$ cat config.mk
export PLATFORM = sky130hd
export DESIGN_NAME = fetch_stage
export DESIGN_NICKNAME = d
export VERILOG_FILES = /design/src/rtl/fetch_stage.sv
export SDC_FILE = /design/constraint.sdc
export NUM_CORES = 1
export LEC_CHECK = 0
export CAP_MARGIN = 10
export CELL_PAD_IN_SITES_DETAIL_PLACEMENT = 0
export CELL_PAD_IN_SITES_GLOBAL_PLACEMENT = 1
export CORE_MARGIN = 2
export CORE_UTILIZATION = 32
export DETAILED_ROUTE_END_ITERATION = 8
export PLACE_DENSITY = 0.78
export SLEW_MARGIN = 0
export SYNTH_ARGS = -nofsm -noshare
export SYNTH_HDL_FRONTEND = slang
export SYNTH_SLANG_ARGS = --single-unit
$ cat constraint.sdc
create_clock -name clk -period 3.6 [get_ports clk]
set_clock_uncertainty 0.05 [all_clocks]
set_input_delay 1.08 -clock clk [delete_from_list [all_inputs] [get_ports clk]]
set_output_delay 1.08 -clock clk [all_outputs]
set_load 0.005 [all_outputs]
$ cat src/rtl/fetch_stage.sv
// fetch_stage: LC-3b instruction-fetch stage.
//
// Owns the PC and the DE pipeline latches. Each cycle it presents the PC to
// the I-cache, loads the DE latches unless decode or MEM is stalled, and
// advances, holds or redirects the PC.
//
// Ports:
//   clk, reset         - clock; synchronous active-high reset
//   icache_addr        - current PC driven to the I-cache
//   icache_r           - I-cache ready, icache_data valid this cycle
//   icache_data        - instruction word at icache_addr
//   dep_stall          - decode dependency stall
//   mem_stall          - MEM stage stall (D-cache miss)
//   v_de_br_stall      - valid control instruction in DE
//   v_agex_br_stall    - valid control instruction in AGEX
//   v_mem_br_stall     - valid control instruction in MEM
//   mem_pcmux          - 0 = PC+2, 1 = target_pc, 2 = trap_pc, 3 = as 0
//   target_pc, trap_pc - redirect sources from MEM
//   de_npc, de_ir, de_v - DE latch contents
//   fetch_count        - valid instructions delivered to DE
//   bubble_count       - DE loads that carried a bubble
module fetch_stage #(
    parameter logic [15:0] RESET_PC = 16'h3000,
    parameter int unsigned CNT_W    = 16
) (
    input  logic             clk,
    input  logic             reset,
    output logic [15:0]      icache_addr,
    input  logic             icache_r,
    input  logic [15:0]      icache_data,
    input  logic             dep_stall,
    input  logic             mem_stall,
    input  logic             v_de_br_stall,
    input  logic             v_agex_br_stall,
    input  logic             v_mem_br_stall,
    input  logic [1:0]       mem_pcmux,
    input  logic [15:0]      target_pc,
    input  logic [15:0]      trap_pc,
    output logic [15:0]      de_npc,
    output logic [15:0]      de_ir,
    output logic             de_v,
    output logic [CNT_W-1:0] fetch_count,
    output logic [CNT_W-1:0] bubble_count
);

    logic [15:0] pc;
    logic [15:0] pc_plus2;
    logic [15:0] pc_next;
    logic        any_br_stall;
    logic        ld_de;
    logic        new_de_v;

    assign icache_addr  = pc;
    assign pc_plus2     = pc + 16'd2;
    assign any_br_stall = v_de_br_stall | v_agex_br_stall | v_mem_br_stall;
    assign ld_de        = ~dep_stall & ~mem_stall;
    assign new_de_v     = icache_r & ~any_br_stall;

    // A redirect from MEM wins over every stall and over an I-cache miss;
    // instruction addresses are halfword aligned, so bit 0 is cleared.
    always_comb begin
        pc_next = pc;
        unique case (mem_pcmux)
            2'd1:    pc_next = target_pc & 16'hFFFE;
            2'd2:    pc_next = trap_pc & 16'hFFFE;
            default: if (new_de_v && ld_de) pc_next = pc_plus2;
        endcase
    end

    always_ff @(posedge clk) begin
        if (reset) begin
            pc           <= RESET_PC;
            de_npc       <= '0;
            de_ir        <= '0;
            de_v         <= 1'b0;
            fetch_count  <= '0;
            bubble_count <= '0;
        end else begin
            pc <= pc_next;
            if (ld_de) begin
                de_npc <= pc_plus2;
                de_ir  <= icache_data;
                de_v   <= new_de_v;
                if (new_de_v) fetch_count  <= fetch_count + CNT_W'(1);
                else          bubble_count <= bubble_count + CNT_W'(1);
            end
        end
    end

endmodule

==> reports/qor.yml, run 1 <==
final_layout:
  final_util_pct: 48.4
  nets: 629
  drive_gt1_share_pct: 6.83
  diodes: 0
  finalNonFillerCells: 714
  fill_cells: 1140
  final_area_um2: 5530
  synthToLayoutAreaGrowth_pct: 47.5
timing:
  slew_violations: 0
  hold_viol: 0
  period_share_pct: 86.3
  worst_pin_slew_ns: 0.878
  min_period_ns: 3.11
  finalSetupTns_ns: 0
  hold_slack_ns: 0.402
  max_freq_ghz: 0.322
  finalSetupViolCount: 0
  relSlewSlack_pct: 41.5
  rsz0062_at_grt: "false"
  finalWorstSetupSlack_ns: 0.492
placement:
  io_buffers: 134
  dp.cells: 698
  pre_cts_ws_ns: 0.149
  place_congestion: 0.814
  placed_area_um2: 5240
  detailed_place_hpwl_mm: 8.06
synthesis:
  synth_area_um2: 3750
  synth.largest_area_cell: "dfxtp_1"
  ys_ff_latch: 79
  synth.area.top_cells: "dfxtp_1 (42%), nand2_1 (5.3%), xor2_1 (4.2%), a21oi_1 (4.1%), nor2_1 (3.7%)"
  synth_top_area_share_pct: 42.2
  synth_edf_count: 0
  netlist_instances: 443
  ys_seq_area_share_pct: 42.2
  syn_avg_cell_area_um2: 8.46
  async_flop_share_pct: 0
  ys_types: 42
  ys_warn_count: 0
  ys.flop_type: "dfxtp_1"
worst_setup_path:
  crit_fanout: 7
  r2r_cells: 5
  cp-end-kind: "register"
  cp.required_ns: 3.80
  critPathArrivalTime_ns: 3.31
  crit_type: "in -> reg"
  worst_setup_path_start_kind: "input port"
  r2r_slack_ns: 1.38
cts:
  cts_resized: 0
  cts_num_sinks: 79
  clk_latency_ns: 0.33
  post_cts_buffers: 0
  hold_buffers: 0
  numCtsBuffers: 9
  htree_levels: 3
  path_clk_slew_ns: 0.06
  cts_tree: "yes"
  clockBufferDepth: 2
  clockRootBuffer: "clkbuf_16"
global_routing:
  grtUsageTotal_pct: 17.7
  grt_max_degree: 46
  grt_pass1_wl_mm: 18.2
  antenna_found_initial: 0
  overflow: 0
  grt_pass1_vias: 3607
pwr:
  p_per_area_nw_per_um2: 388
  leakage_nw: 1.82
  ir_drop_v: 0.000227
  p_total_mw: 2.15
run_status:
  run_status: "finished, final reports clean"
routing:
  via_count: 3733
  routed_via_density: 5.23
  ant_nets: 0
  routedWlPerCell_um: 15.6
  routed_wl_mm: 11.2
  drt_iter0_markers: 148
  remaining_drc_errors: 0
  first_pass_iters: 4
min_path:
  hold-path-cell-count: 2
  hp-class: "reg -> reg"
flow_run:
  drv_cap: 0
floorplanning:
  die-area_um2: 12600
  io_pins: 139
  fp.dieH_um: 112
  core_area_um2: 11400
  die_w_um: 112
  start_util_pct: 32.8
  placementRows: 39
-- cell usage after synthesis (all sizes together) (4+ instances only) --
cell,number
a221oi,13
nor2b,4
nand4,10
nor2,37
inv,7
o31ai,9
nand2,53
ha,5
xnor2,15
or3,12
nor4,6
a211oi,17
nand3,22
a21oi,31
dfxtp,79
buf,9
and4,6
o21ai,12
nor3,6
and3,4
a311oi,8
xor2,18
or4,10
clkbuf,26
-- worst paths after layout --
| path | startpoint | endpoint |
|---|---|---|
| min | de_ir[9] | de_ir[9] |
| max | v_agex_br_stall | fetch_count[9] |
| max reg2reg | icache_addr[1] | icache_addr[11] |
| min reg2reg | de_ir[9] | de_ir[9] |
-- sequential cells by signal (all words and copies together), names as in the netlist --
signal and cells:
de_v 1, de_npc 15, icache_addr 15, bubble_count 16
fetch_count 16, de_ir 16
-- cells by family (layout without fill, tap and decap cells) --
kind of cell             after synthesis  after routing  share of synthesized area [%]
flip-flops                            79             79                           42.2
AND/OR/NAND/NOR                      184            184                           25.8
AO/OA/AOI/OAI                         95             95                           17.0
buffers and inverters                 42            169                           4.44
adder cells (fa/ha/maj)                5              5                           1.67
multiplexers                           4              4                           1.14
XOR/XNOR                              33             33                           7.71
other                                  1              2                          0.100
-- critical path, cell delays in order --
cell	delay, ns
clkdlybuf4s50_1	0.44
or4b_4	0.55
or4b_1	0.65
or4_1	0.44
a21oi_1	0.15
-- placed cells by master (no fill, tap or decap), drive strengths merged, types with 3 or more instances in the layout --
cell type	count
a221oi	13
xnor2	15
or4	10
dfxtp	79
or3	12
clkbuf	10
inv	7
nor4	6
nor2	37
nand3	22
or2	3
buf	13
ha	5
nand2	53
nand4	10
a311oi	8
and3	4
a211oi	17
nor3	6
o21ai	12
nor2b	4
a21oi	31
clkinv	4
o31ai	9
xor2	18
and4	6
clkdlybuf4s50	133
-- area by class of cell --
class                      count  area (µm²)  share of cell area [%]
tap                          143         179                    3.24
sequential                    79        1580                    28.6
timing repair buffer         146        1440                    26.0
multi-input combinational    323        2010                    36.4
clock buffer                  10         229                    4.14
inverter                       7        26.3                   0.475
clock inverter                 6        61.3                    1.11
-- power breakdown --
part | internal [mW] | switching (mW)
combinational | 0.176 | 0.124
clock | 0.534 | 0.351
sequential | 0.914 | 0.0476
-- per-layer routing --
layer	GRT usage (%)	vias up	wire length [µm]
met1	22.9	1761	4990
met5	0	-	0
met4	5.85	0	239
li1	-	1857	-
met3	3.40	17	493
met2	29.7	98	5450
Note: power is estimated with default switching activity, not from simulation.
==> run 2, diff against run 1 <==
--- a/config.mk
+++ b/config.mk
@@ -12,7 +12,6 @@
 export CORE_UTILIZATION = 32
 export DETAILED_ROUTE_END_ITERATION = 8
 export PLACE_DENSITY = 0.78
-export SLEW_MARGIN = 0
 export SYNTH_ARGS = -nofsm -noshare
 export SYNTH_HDL_FRONTEND = slang
 export SYNTH_SLANG_ARGS = --single-unit
==> results of run 2 <==
The final DEF is identical to that of run 1; final timing and power are the same.
==> run 3, diff against run 2 <==
--- a/config.mk
+++ b/config.mk
@@ -15,3 +15,4 @@
 export SYNTH_ARGS = -nofsm -noshare
 export SYNTH_HDL_FRONTEND = slang
 export SYNTH_SLANG_ARGS = --single-unit
+export TNS_END_PERCENT = 50
==> results of run 3 <==
The final DEF is identical to that of run 1; final timing and power are the same.
